### src/rtl/alu_seq.sv
// alu_seq: registered multi-cycle ALU with 1-bit/cycle shifter and shift-add multiplier.
// Ports:
//   CLK, nRST (async active-low)         clock / reset
//   START, IN_INSTR, IN_A, IN_B, Cin, Bin request and operands, sampled only in IDLE
//   BUSY, DONE                            handshake: BUSY while iterating, DONE one-cycle pulse
//   OUT, OUT_HI, Cout, Bout, ZERO, NEG    held result and status flags
// Optional feature: define ALU_DIV_EN to build opcode B as a restoring divider;
// otherwise opcode B behaves as pass-B.
//
// state | meaning
// IDLE  | waiting for START; single-cycle ops complete on the accepting edge
// EXEC  | iterating shift / multiply / divide, one step per cycle
// FIN   | DONE pulse, outputs valid, START ignored
module alu_seq #(
  parameter int DWIDTH = 8,
  parameter int IWIDTH = 4,
  parameter int SWIDTH = $clog2(DWIDTH)
) (
  input  logic              CLK,
  input  logic              nRST,
  input  logic              START,
  input  logic [IWIDTH-1:0] IN_INSTR,
  input  logic [DWIDTH-1:0] IN_A,
  input  logic [DWIDTH-1:0] IN_B,
  input  logic              Cin,
  input  logic              Bin,
  output logic              BUSY,
  output logic              DONE,
  output logic [DWIDTH-1:0] OUT,
  output logic [DWIDTH-1:0] OUT_HI,
  output logic              Cout,
  output logic              Bout,
  output logic              ZERO,
  output logic              NEG
);

  typedef enum logic [1:0] {S_IDLE, S_EXEC, S_FIN} state_t;

  localparam logic [IWIDTH-1:0] OP_NOT = IWIDTH'(0);
  localparam logic [IWIDTH-1:0] OP_XOR = IWIDTH'(1);
  localparam logic [IWIDTH-1:0] OP_OR  = IWIDTH'(2);
  localparam logic [IWIDTH-1:0] OP_AND = IWIDTH'(3);
  localparam logic [IWIDTH-1:0] OP_SUB = IWIDTH'(4);
  localparam logic [IWIDTH-1:0] OP_ADD = IWIDTH'(5);
  localparam logic [IWIDTH-1:0] OP_SHR = IWIDTH'(6);
  localparam logic [IWIDTH-1:0] OP_SHL = IWIDTH'(7);
  localparam logic [IWIDTH-1:0] OP_DEC = IWIDTH'(8);
  localparam logic [IWIDTH-1:0] OP_INC = IWIDTH'(9);
  localparam logic [IWIDTH-1:0] OP_MUL = IWIDTH'(10);
`ifdef ALU_DIV_EN
  localparam logic [IWIDTH-1:0] OP_DIV = IWIDTH'(11);
`endif

  localparam logic [SWIDTH-1:0] CNT_LAST = SWIDTH'(DWIDTH - 1);
  localparam logic [SWIDTH-1:0] CNT_ONE  = SWIDTH'(1);
  localparam logic [DWIDTH-1:0] ONE      = DWIDTH'(1);

  state_t            state_q, state_d;
  logic [SWIDTH-1:0] cnt_q, cnt_d;
  logic [IWIDTH-1:0] op_q, op_d;
  logic [DWIDTH-1:0] a_q, a_d;
  logic [DWIDTH-1:0] work_q, work_d;  // shift operand / product low / quotient
  logic [DWIDTH-1:0] hi_q, hi_d;      // product high / partial remainder
`ifdef ALU_DIV_EN
  logic [DWIDTH-1:0] b_q, b_d;
  logic [DWIDTH:0]   div_sh, div_sub;
`endif
  logic [DWIDTH-1:0] out_q, out_d, out_hi_q, out_hi_d;
  logic              c_q, c_d, bf_q, bf_d, z_q, z_d, n_q, n_d;

  logic [SWIDTH-1:0] amt;
  logic [DWIDTH:0]   sum_ext, diff_ext, mul_sum;
  logic [DWIDTH-1:0] sc_res;
  logic              sc_upd_c, sc_c, sc_upd_b, sc_b, exec_c;

  assign amt = IN_B[SWIDTH-1:0];

  // Result of every op that completes on the accepting edge.
  always_comb begin
    sum_ext  = {1'b0, IN_A} + {1'b0, IN_B} + {{DWIDTH{1'b0}}, Cin};
    diff_ext = {1'b0, IN_A} - {1'b0, IN_B} - {{DWIDTH{1'b0}}, Bin};
    sc_res   = IN_B;
    sc_upd_c = 1'b0;
    sc_c     = 1'b0;
    sc_upd_b = 1'b0;
    sc_b     = 1'b0;
    case (IN_INSTR)
      OP_NOT: sc_res = ~IN_A;
      OP_XOR: sc_res = IN_A ^ IN_B;
      OP_OR:  sc_res = IN_A | IN_B;
      OP_AND: sc_res = IN_A & IN_B;
      OP_SUB: begin sc_res = diff_ext[DWIDTH-1:0]; sc_upd_b = 1'b1; sc_b = diff_ext[DWIDTH]; end
      OP_ADD: begin sc_res = sum_ext[DWIDTH-1:0];  sc_upd_c = 1'b1; sc_c = sum_ext[DWIDTH]; end
      OP_SHR, OP_SHL: sc_res = IN_A;  // zero shift amount only
      OP_DEC: begin sc_res = IN_A - ONE; sc_upd_b = 1'b1; sc_b = (IN_A == '0); end
      OP_INC: begin sc_res = IN_A + ONE; sc_upd_c = 1'b1; sc_c = &IN_A; end
      default: sc_res = IN_B;
    endcase
  end

  // Multiplier step: add A if the current multiplier bit is set, then shift {carry,hi,lo} right.
  assign mul_sum = {1'b0, hi_q} + (work_q[0] ? {1'b0, a_q} : {(DWIDTH+1){1'b0}});
`ifdef ALU_DIV_EN
  // Divider step: bring next dividend bit into the remainder, subtract divisor if it fits.
  assign div_sh  = {hi_q, work_q[DWIDTH-1]};
  assign div_sub = div_sh - {1'b0, b_q};
`endif

  always_comb begin
    state_d  = state_q;
    cnt_d    = cnt_q;
    op_d     = op_q;
    a_d      = a_q;
    work_d   = work_q;
    hi_d     = hi_q;
`ifdef ALU_DIV_EN
    b_d      = b_q;
`endif
    out_d    = out_q;
    out_hi_d = out_hi_q;
    c_d      = c_q;
    bf_d     = bf_q;
    z_d      = z_q;
    n_d      = n_q;
    exec_c   = 1'b0;
    case (state_q)
      S_IDLE: begin
        if (START) begin
          op_d = IN_INSTR;
          a_d  = IN_A;
          if ((IN_INSTR == OP_SHR || IN_INSTR == OP_SHL) && amt != '0) begin
            work_d  = IN_A;
            cnt_d   = amt - CNT_ONE;
            state_d = S_EXEC;
          end else if (IN_INSTR == OP_MUL) begin
            work_d  = IN_B;
            hi_d    = '0;
            cnt_d   = CNT_LAST;
            state_d = S_EXEC;
`ifdef ALU_DIV_EN
          end else if (IN_INSTR == OP_DIV && IN_B != '0) begin
            work_d  = IN_A;
            hi_d    = '0;
            b_d     = IN_B;
            cnt_d   = CNT_LAST;
            state_d = S_EXEC;
          end else if (IN_INSTR == OP_DIV) begin
            out_d    = '1;
            out_hi_d = IN_A;
            bf_d     = 1'b1;
            z_d      = 1'b0;
            n_d      = 1'b1;
            state_d  = S_FIN;
`endif
          end else begin
            out_d    = sc_res;
            out_hi_d = '0;
            z_d      = (sc_res == '0);
            n_d      = sc_res[DWIDTH-1];
            if (sc_upd_c) c_d = sc_c;
            if (sc_upd_b) bf_d = sc_b;
            state_d  = S_FIN;
          end
        end
      end
      S_EXEC: begin
        case (op_q)
          OP_SHR: begin exec_c = work_q[0];        work_d = work_q >> 1; end
          OP_SHL: begin exec_c = work_q[DWIDTH-1]; work_d = work_q << 1; end
          OP_MUL: begin
            hi_d   = mul_sum[DWIDTH:1];
            work_d = {mul_sum[0], work_q[DWIDTH-1:1]};
          end
`ifdef ALU_DIV_EN
          OP_DIV: begin
            if (!div_sub[DWIDTH]) begin
              hi_d   = div_sub[DWIDTH-1:0];
              work_d = {work_q[DWIDTH-2:0], 1'b1};
            end else begin
              hi_d   = div_sh[DWIDTH-1:0];
              work_d = {work_q[DWIDTH-2:0], 1'b0};
            end
          end
`endif
          default: ;
        endcase
        if (cnt_q == '0) begin
          out_d = work_d;
          z_d   = (work_d == '0);
          n_d   = work_d[DWIDTH-1];
          if (op_q == OP_MUL) begin
            out_hi_d = hi_d;
            c_d      = (hi_d != '0);
            z_d      = ({hi_d, work_d} == '0);
            n_d      = hi_d[DWIDTH-1];
`ifdef ALU_DIV_EN
          end else if (op_q == OP_DIV) begin
            out_hi_d = hi_d;
            bf_d     = 1'b0;
`endif
          end else begin
            out_hi_d = '0;
            c_d      = exec_c;
          end
          state_d = S_FIN;
        end else begin
          cnt_d = cnt_q - CNT_ONE;
        end
      end
      S_FIN:   state_d = S_IDLE;
      default: state_d = S_IDLE;
    endcase
  end

  always_ff @(posedge CLK or negedge nRST) begin
    if (!nRST) begin
      state_q  <= S_IDLE;
      cnt_q    <= '0;
      op_q     <= '0;
      a_q      <= '0;
      work_q   <= '0;
      hi_q     <= '0;
`ifdef ALU_DIV_EN
      b_q      <= '0;
`endif
      out_q    <= '0;
      out_hi_q <= '0;
      c_q      <= 1'b0;
      bf_q     <= 1'b0;
      z_q      <= 1'b0;
      n_q      <= 1'b0;
    end else begin
      state_q  <= state_d;
      cnt_q    <= cnt_d;
      op_q     <= op_d;
      a_q      <= a_d;
      work_q   <= work_d;
      hi_q     <= hi_d;
`ifdef ALU_DIV_EN
      b_q      <= b_d;
`endif
      out_q    <= out_d;
      out_hi_q <= out_hi_d;
      c_q      <= c_d;
      bf_q     <= bf_d;
      z_q      <= z_d;
      n_q      <= n_d;
    end
  end

  assign BUSY   = (state_q == S_EXEC);
  assign DONE   = (state_q == S_FIN);
  assign OUT    = out_q;
  assign OUT_HI = out_hi_q;
  assign Cout   = c_q;
  assign Bout   = bf_q;
  assign ZERO   = z_q;
  assign NEG    = n_q;

endmodule

### config.mk
export PLATFORM = sky130hd
export DESIGN_NAME = alu_seq
export DESIGN_NICKNAME = d
export VERILOG_FILES = /design/src/rtl/alu_seq.sv
export SDC_FILE = /design/constraint.sdc
export NUM_CORES = 1
export LEC_CHECK = 0
export CORE_ASPECT_RATIO = 1.4
export CORE_UTILIZATION = 45
export CTS_CLUSTER_SIZE = 16
export DETAILED_ROUTE_END_ITERATION = 6
export PLACE_DENSITY_LB_ADDON = 0.05
export SLEW_MARGIN = 20
export SYNTH_ARGS = -nofsm -noshare
export SYNTH_HDL_FRONTEND = slang
export SYNTH_SLANG_ARGS = --single-unit
### constraint.sdc
create_clock -name CLK -period 8.11 [get_ports CLK]
set_input_delay 0.811 -clock CLK [delete_from_list [all_inputs] [get_ports CLK]]
set_output_delay 0.811 -clock CLK [all_outputs]
set_load 0.02 [all_outputs]
Word-level counts from Yosys, hierarchy flattened
Cells that the tools add are included.
{"block": "totals", "register_bits": 53, "latch_bits": 0, "mem_bits_rw": 0, "romBits": 0, "inputBits": 25, "output_inout_bits": 22, "word_cells": 133, "n_memories": 0}
{"block": "op_classes", "add_sub_neg": 9, "multipliers": 0, "div_mod_pow": 0, "order_cmp": 0, "eq_ne": 23, "n_shift": 0, "n_mux": 59, "bitwise": 6, "reduce_logical": 24}
{"cell": "2-to-1 mux 8 bit", "count": 19}
{"cell": "case mux 8 bit (9 select lines)", "count": 1}
{"cell": "case mux 8 bit (2 select lines)", "count": 4}
{"cell": "equality test 4 x 3 -> 1 bit (second input constant)", "count": 6}
{"cell": "logical NOT 8 bit", "count": 3}
{"cell": "case mux 8 bit (3 select lines)", "count": 1}
{"cell": "adder 8 x 8 -> 9 bit", "count": 2}
{"cell": "2-to-1 mux 1 bit", "count": 18}
{"cell": "equality test 4 bit (second input constant)", "count": 4}
{"cell": "logical NOT 16 bit", "count": 1}
{"cell": "2-to-1 mux 3 bit", "count": 4}
{"cell": "inequality test 2 bit (second input constant)", "count": 6}
{"cell": "case mux 1 bit (2 select lines)", "count": 6}
{"cell": "AND reduction 5 bit", "count": 2}
{"cell": "adder 9 x 1 -> 9 bit", "count": 1}
{"cell": "subtractor 8 x 8 -> 9 bit", "count": 1}
{"cell": "subtractor 9 x 1 -> 9 bit", "count": 1}
{"cell": "adder 8 x 1 -> 8 bit (second input constant)", "count": 1}
{"cell": "AND 8 bit", "count": 1}
{"cell": "equality test 4 x 2 -> 1 bit (second input constant)", "count": 2}
{"cell": "2-to-1 mux 2 bit", "count": 4}
{"cell": "inverter 8 bit", "count": 1}
{"cell": "bitwise OR 8 bit", "count": 1}
{"cell": "AND reduction 4 bit", "count": 2}
{"cell": "24 further kinds", "count": 29}

Depth between registers and ports, before layout
Gate-level depths: netlist (run 1).
{"block": "logic_depth", "depth_word": 8, "ltp_mapped": 15, "depth_no_buf": 12}

Worst setup path before layout (run 1)
OpenSTA, ideal clock, no wires.
{"block": "synth_path", "kind": "in2reg", "start": "in IN_INSTR[3]", "end": "reg out_q[5], in the netlist OUT[5]", "setup_time_ps": 95, "t_arrival_ps": 3540, "required_ps": 8015, "path_slack_ps": 4475, "path_stages": 13, "path_buffers": 3, "path_cell_list": "buf_6 -> buf_2 -> buf_1 -> nand3_1 -> ha_1 -> or2_2 -> and3_1 -> or4b_1 -> a21oi_1 -> a211oi_1 -> a21oi_1 -> nor2_1 -> o31ai_1"}
{"block": "synth_via", "elab_chain_len": 7, "elab_cells_between_ends": 22, "classes_between": "eq/ne: 12; mux: 5; reduce/logical: 5"}
{"element": "from (decl)", "line": "22", "text": "input logic [IWIDTH-1:0] IN_INSTR,"}
{"element": "equality test 4 x 3 -> 1 bit", "line": "87, 131"}
{"element": "OR reduction 2 bit", "line": "87", "text": "case (IN_INSTR)"}
{"element": "case mux 8 bit (9 select lines)", "line": "87"}
{"element": "2-to-1 mux 8 bit", "line": "135", "text": "end else if (IN_INSTR == OP_MUL) begin"}
{"element": "2-to-1 mux 8 bit", "line": "131", "text": "if ((IN_INSTR == OP_SHR || IN_INSTR == OP_SHL) && amt != '0) begin"}
{"element": "2-to-1 mux 8 bit", "line": "128", "text": "if (START) begin"}
{"element": "case mux 8 bit (2 select lines)", "line": "126", "text": "case (state_q)"}
{"element": "to (signal assigned)", "line": "242", "text": "out_q <= out_d;"}
{"element": "to (decl)", "line": "68", "text": "logic [DWIDTH-1:0] out_q, out_d, out_hi_q, out_hi_d;"}
Parallel ways exist; a longest one is shown, timed or not. The select of a mux whose other input is x is not followed.
A chain may end at the register's enable or synchronous reset.

Worst setup path in the final report (run 1)
{"block": "layout_path", "start": "in IN_INSTR[1]", "end": "reg out_q[5], in the netlist OUT[5]"}
The elaborated chain is that of the path after synthesis.

==> flow_metrics.env, run 1 <==
export IMPL_status="finished, final reports clean"
export IMPL_rows=45
export IMPL_required_ns=8.32
export IMPL_hold_violations=0
export IMPL_fin_crit_ns=4.59
export IMPL_r2r_start="work_q[0]$_DFFE_PN0P_"
export IMPL_hold_buffers=0
export IMPL_clk_pin_slew_ns=0.07
export IMPL_post_drt_via_cell_ratio=5.86
export IMPL_final_common_cell="nand2_1"
export IMPL_die_x_um=91.5
export IMPL_drv_cap=0
export IMPL_p_int_uw=786
export IMPL_final_util_pct=52.7
export IMPL_worstPathCellList="clkdlybuf4s50_1 > nor2_1 > nand3_1 > ha_1 > or2_2 > and3_1 > or4b_1 > a21oi_1 > a211oi_1 > a21oi_1 > nor2_1 > o31ai_1"
export IMPL_critPathMaxFanout=26
export IMPL_syn_area_um2=5040
export IMPL_place_port_buffers=46
export IMPL_gr_usage_met1_pct=32.3
export IMPL_synth_nets=687
export IMPL_grt_pass1_wl_um=24200
export IMPL_p_seq_share_pct=32.6
export IMPL_cts_root_buf="clkbuf_16"
export IMPL_globalRoute_busiestLayer="met2"
export IMPL_core_area_um2=10900
export IMPL_wl_um=14600
export IMPL_r2r_cells=12
export IMPL_vias=4557
export IMPL_crit_family="simple AND/OR/NAND/NOR gates"
export IMPL_p_clk_share_pct=17.8
export IMPL_p_switching_uw=547
export IMPL_yosysTopAreaCell="dfrtp_1"
export IMPL_nets=715
export IMPL_endpoint_kind="register"
export IMPL_final_cell_mix="nand2_1 (63), nor2_1 (58), dfrtp_1 (53)"
export IMPL_clockBufferDepth=2
export IMPL_grt_pass1_vias=4588
export IMPL_cp_num_buf_inv=1
export IMPL_powerDensity_nw_per_um2=233
export IMPL_initial_utilization_pct=46.4
export IMPL_dpl_hpwl_um=11500
export IMPL_numCtsBuffers=5
export IMPL_drive_gt1_share_pct=8.49
export IMPL_synthCells=608
export IMPL_r2r_slack_ns=4.89
export IMPL_ys_flop_type="dfrtp_1"
export IMPL_cts_resized=0
export IMPL_place_congestion=0.838
export IMPL_slew_violations=0
export IMPL_cts_tree="yes"
export IMPL_io_pins=47
export IMPL_met2_usage_pct=49.3
export IMPL_critical_path_slowest_cell="clkdlybuf4s50_1"
export IMPL_post_cts_buffers=0
export IMPL_grt_ovfl_total=0
export IMPL_clkLatencyLatePin_ns=0.30
export IMPL_switching_share_pct=41.0
export IMPL_synth_seq_cells=53
export IMPL_min_to="OUT_HI[1]$_DFFE_PN0P_"
export IMPL_dr_pass1_iters=5
export IMPL_drt_iter0_drc=207
export IMPL_pre_cts_slack_ns=3.19
export IMPL_synth_enable_flop_cells=0
export IMPL_antenna_found_initial=0
export IMPL_grt_usage_pct=26.6
export IMPL_cp_num_cells=12
export IMPL_dieArea_um2=11600
export IMPL_synth_cell_types=76
export IMPL_setup_viol_count_final=0
export IMPL_critPathMaxStageDelay_ns=0.90
export IMPL_drc=0
export IMPL_worstSetupStartpointType="input port"
export IMPL_final_area_um2=5720
export IMPL_yosys_top_cells_area="dfrtp_1 (26%), ha_1 (12%), mux2_2 (4.7%), nand2_1 (4.7%), nor2_1 (4.3%)"
export IMPL_async_flop_share_pct=100
export IMPL_wl_per_cell_um=18.8
export IMPL_fmax_ghz=0.218
export IMPL_fin_worst_skew_ns=0.00627
export IMPL_htree_levels=2
export IMPL_p_leak_uw=0.00249
export IMPL_ys_warn_count=0
export IMPL_clock_sinks=53
export IMPL_ys_seq_area_share_pct=26.3
export IMPL_finalCritPeriodShare_pct=56.6
export IMPL_met3_usage_pct=2.14
export IMPL_r2r_end="Cout$_DFFE_PN0P_"
export IMPL_syn_avg_cell_area_um2=8.29
export IMPL_worstSetupPathType="in2reg"
export IMPL_worstMarginPinSlew_ns=1.05
export IMPL_peakVddDrop_mv=0.0942
export IMPL_synth_top_cell_area_share_pct=26.3
export IMPL_fp_dieH_um=127
export IMPL_whs_path_depth=2
export IMPL_grt_max_degree=54
export IMPL_setup_tns_ns=0
export IMPL_combPwrFrac_pct=49.6
export IMPL_min_delay_start="OUT_HI[1]$_DFFE_PN0P_"
export IMPL_area_growth_pct=13.6
export IMPL_arrival_ns=4.80
export IMPL_worst_slack_ns=3.52
export IMPL_slew_headroom_pct=29.3
export IMPL_placed_area_um2=5560
export IMPL_hp_class="reg2reg"
export IMPL_ant_nets=0
export IMPL_rsz0062_at_grt="no"
export IMPL_antenna_cells=0
==> routing by layer <==
layer	routed length, um	share of wire (%)
met5	0	0
met4	267	1.8
met3	479	3.3
met2	7650	52
met1	6240	43
==> cell families after synthesis <==
family,count (synthesis),synth area share [%]
mux,36,7.92
compound gates,169,22.5
buf+inv,79,7.17
flops,53,26.3
simple gates,201,19.0
fa+ha+maj,54,14.3
xor+xnor,16,2.78
==> synth_stat cells, types with 6 or more instances <==
master and count:
mux2i_1 14, clkbuf_1 13, inv_1 43, xor2_1 8
fa_1 6, a21o_1 7, nand2_1 63, buf_2 10
mux2_2 21, o31ai_1 11, a21oi_1 38, a31oi_1 14
nor2_1 58, o21ai_0 36, nand3_1 15, a22oi_1 8
xnor2_1 8, a211oi_1 8, ha_1 48, dfrtp_1 53
and2_1 9, nor3_1 13, nor4_1 7
==> worst min-delay path: cells and delay by family, from the launching register on <==
family / cells / cell delay [ns]
flip-flops: 1 / 0.34
AND/OR/NAND/NOR: 2 / 0.10
==> area by class of cell <==
class / count / area [um^2]
Clock buffer: 5 / 125
Clock inverter: 2 / 35.0
Fill cell: 1054 / 5140
Inverter: 45 / 169
Multi-Input combinational cell: 476 / 3370
Sequential cell: 53 / 1330
Tap cell: 141 / 176
Timing Repair Buffer: 55 / 523
==> power by group through the flow <==
| stage | Sequential [uW] | Clock (uW) | Combinational, uW |
|---|---|---|---|
| floorplan | 441 | 0 | 436 |
| global placement | 433 | 0 | 651 |
| detailed placement | 437 | 0 | 660 |
| CTS | 433 | 243 | 663 |
| global route | 447 | 251 | 732 |
| finish | 434 | 238 | 661 |
==> registers in the layout, indices dropped and copies added (netlist names) <==
| name | cells |
|---|---|
| Bout | 1 |
| Cout | 1 |
| NEG | 1 |
| OUT | 8 |
| OUT_HI | 8 |
| ZERO | 1 |
| a_q | 8 |
| cnt_q | 3 |
| hi_q | 8 |
| op_q | 4 |
| state_q | 2 |
| work_q | 8 |
==> how the worst max path moves through the flow <==
stage / startpoint / endpoint / slack [ns]
2_1_floorplan: IN_INSTR[3] / OUT[5]$_DFFE_PN0P_ / 4.47
3_3_place_gp: IN_INSTR[1] / OUT[5]$_DFFE_PN0P_ / 3.28
3_5_place_dp: IN_INSTR[1] / OUT[5]$_DFFE_PN0P_ / 3.19
4_1_cts: IN_INSTR[1] / OUT[5]$_DFFE_PN0P_ / 3.51
5_1_grt: IN_INSTR[1] / OUT[5]$_DFFE_PN0P_ / 3.10
6_report: IN_INSTR[1] / OUT[5]$_DFFE_PN0P_ / 3.52
==> stage by stage <==
step | cells | total power, uW | hold WS (ns)
3_5_place_dp | 770 | 1100 | 0.459
2_1_floorplan | 608 | 877 | 0.450
6_report | 777 | 1330 | 0.471
4_1_cts | 777 | 1340 | 0.475
5_1_grt | 777 | 1430 | 0.511
3_3_place_gp | 770 | 1080 | 0.457
(Power assumes the default switching activity.)
==> run 2, diff against run 1 <==
Clock period 8.11 ns to 3.7 ns, I/O delays scaled along.
==> run 2 against run 1 <==
Final area increased by 3.2%. First-iteration DRC count increased by 14%. Total power increased by 120%. Global-route usage increased by 0.48 points. Critical endpoint is now ZERO$_DFFE_PN0P_. Largest power group unchanged. Highest routed layer unchanged.
==> flow_metrics.env, run 2 (synthesis gave the netlist of run 1 again) <==
export IMPL_cts_tree="yes"
export IMPL_clkLatencyLatePin_ns=0.29
export IMPL_worstMarginPinSlew_ns=0.719
export IMPL_fin_crit_ns=3.34
export IMPL_endpoint_kind="register"
export IMPL_critPathMaxStageDelay_ns=0.54
export IMPL_slew_violations=0
export IMPL_initial_utilization_pct=46.4
export IMPL_fp_dieH_um=127
export IMPL_combPwrFrac_pct=51.8
export IMPL_dr_pass1_iters=5
export IMPL_post_drt_via_cell_ratio=5.80
export IMPL_clock_sinks=53
export IMPL_cpMostUsedCell="fa_1"
export IMPL_fillers=1061
export IMPL_r2r_slack_ns=0.74
export IMPL_final_common_cell="nand2_1"
export IMPL_fmax_ghz=0.299
export IMPL_status="finished, final reports clean"
export IMPL_worstSetupStartpointType="input port"
export IMPL_hold_violations=0
export IMPL_p_int_uw=1690
export IMPL_fin_worst_skew_ns=0.00754
export IMPL_hold_buffers=0
export IMPL_register_area_um2=1330
export IMPL_grt_ovfl_total=0
export IMPL_wl_per_cell_um=18.6
export IMPL_routed_top_layer="met4"
export IMPL_critPathMaxFanout=3
export IMPL_met2_length_um=7700
export IMPL_pre_cts_slack_ns=0.0445
export IMPL_power_uw=2880
export IMPL_arrival_ns=3.54
export IMPL_place_congestion=0.949
export IMPL_p_leak_uw=0.00261
export IMPL_worst_slack_ns=0.360
export IMPL_antenna_found_initial=0
export IMPL_grt_max_degree=34
export IMPL_vias=4665
export IMPL_die_x_um=91.5
export IMPL_hp_class="in2async"
export IMPL_p_switching_uw=1190
export IMPL_cts_resized=0
export IMPL_clk_pin_slew_ns=0.07
export IMPL_final_util_pct=54.3
export IMPL_holdWs_ns=0.127
export IMPL_peakVddDrop_mv=0.242
export IMPL_required_ns=3.90
export IMPL_slew_headroom_pct=52.1
export IMPL_htree_levels=2
export IMPL_dpl_hpwl_um=11900
export IMPL_p_seq_share_pct=32.6
export IMPL_final_cell_mix="nand2_1 (63), nor2_1 (58), dfrtp_1 (53)"
export IMPL_worstSetupPathType="in2reg"
export IMPL_antenna_cells=0
export IMPL_post_cts_buffers=0
export IMPL_grt_usage_pct=27.0
export IMPL_r2r_start="work_q[0]$_DFFE_PN0P_"
export IMPL_place_port_buffers=46
export IMPL_drc=0
export IMPL_core_area_um2=10900
export IMPL_setup_viol_count_final=0
export IMPL_drv_cap=0
export IMPL_ant_nets=0
export IMPL_met3_wirelength_um=681
export IMPL_rows=45
export IMPL_numCtsBuffers=5
export IMPL_clockBufferDepth=2
export IMPL_p_clk_share_pct=15.5
export IMPL_area_growth_pct=17.2
export IMPL_routedLengthMet1_um=5960
export IMPL_powerDensity_nw_per_um2=488
export IMPL_r2r_cells=12
export IMPL_setup_tns_ns=0
export IMPL_finalCritPeriodShare_pct=90.3
export IMPL_drt_iter0_drc=236
export IMPL_rsz0062_at_grt="no"
export IMPL_io_pins=47
export IMPL_multi_input_area_um2=3370
export IMPL_grt_pass1_wl_um=24600
export IMPL_drive_gt1_share_pct=12.2
export IMPL_cts_root_buf="clkbuf_16"
export IMPL_wl_um=15000
export IMPL_critical_path_slowest_cell="or4_1"
export IMPL_r2r_end="Cout$_DFFE_PN0P_"
export IMPL_grt_pass1_vias=4801
export IMPL_nets=742
export IMPL_switching_share_pct=41.4
export IMPL_dieArea_um2=11600
export IMPL_worstPathCellList="clkdlybuf4s50_1 > inv_1 > fa_1 > fa_1 > o21a_1 > or3_1 > nand3_1 > o311ai_1 > o22a_1 > or4_1 > o41ai_2"
run 2: stage by stage:
step                std cells  area, um^2
finish                    805        5910
global route              805        5910
CTS                       805        5910
detailed placement        797        5770
global placement          797        5770
floorplan                 608        5040
run 2: critical path: cells and delay by family:
kind            cells  cell delay [ns]
simple gates        3             0.94
buf+inv             2             0.55
compound gates      4             0.81
fa+ha+maj           2             0.87
run 2: power by group through the flow:
stage	clock network, uW	logic (uW)	registers, uW
3_5_place_dp	0	1490	949
6_report	448	1490	941
4_1_cts	454	1500	940
2_1_floorplan	0	956	966
3_3_place_gp	0	1470	940
5_1_grt	480	1650	975
run 2: per-layer routing:
layer | track usage, % | vias up
li1 | - | 2295
met1 | 31.0 | 2178
met2 | 49.3 | 147
met3 | 3.15 | 45
met4 | 13.4 | 0
met5 | 0 | -
run 2: area by class of cell:
class / count / area share, %
Sequential cell: 53 / 22.5
Inverter: 45 / 2.86
Tap cell: 141 / 2.99
Clock buffer: 6 / 2.18
Timing Repair Buffer: 82 / 12.3
Clock inverter: 2 / 0.169
Multi-Input combinational cell: 476 / 57.1
run 2: how the worst max path moves through the flow:
| stage | from | endpoint | depth (start not counted) |
|---|---|---|---|
| 2_1_floorplan | IN_INSTR[3] | OUT[5]$_DFFE_PN0P_ | 13 |
| 3_3_place_gp | IN_B[0] | OUT[6]$_DFFE_PN0P_ | 12 |
| 3_5_place_dp | IN_B[0] | ZERO$_DFFE_PN0P_ | 11 |
| 4_1_cts | IN_B[0] | ZERO$_DFFE_PN0P_ | 11 |
| 5_1_grt | IN_B[0] | ZERO$_DFFE_PN0P_ | 11 |
| 6_report | IN_B[0] | ZERO$_DFFE_PN0P_ | 11 |
==> run 3, diff against run 2 <==
Settings changed: CAP_MARGIN set to 20, SLEW_MARGIN 20 to unset.
==> results of run 3 <==
Final layout, timing and power as in run 2 (identical DEF).
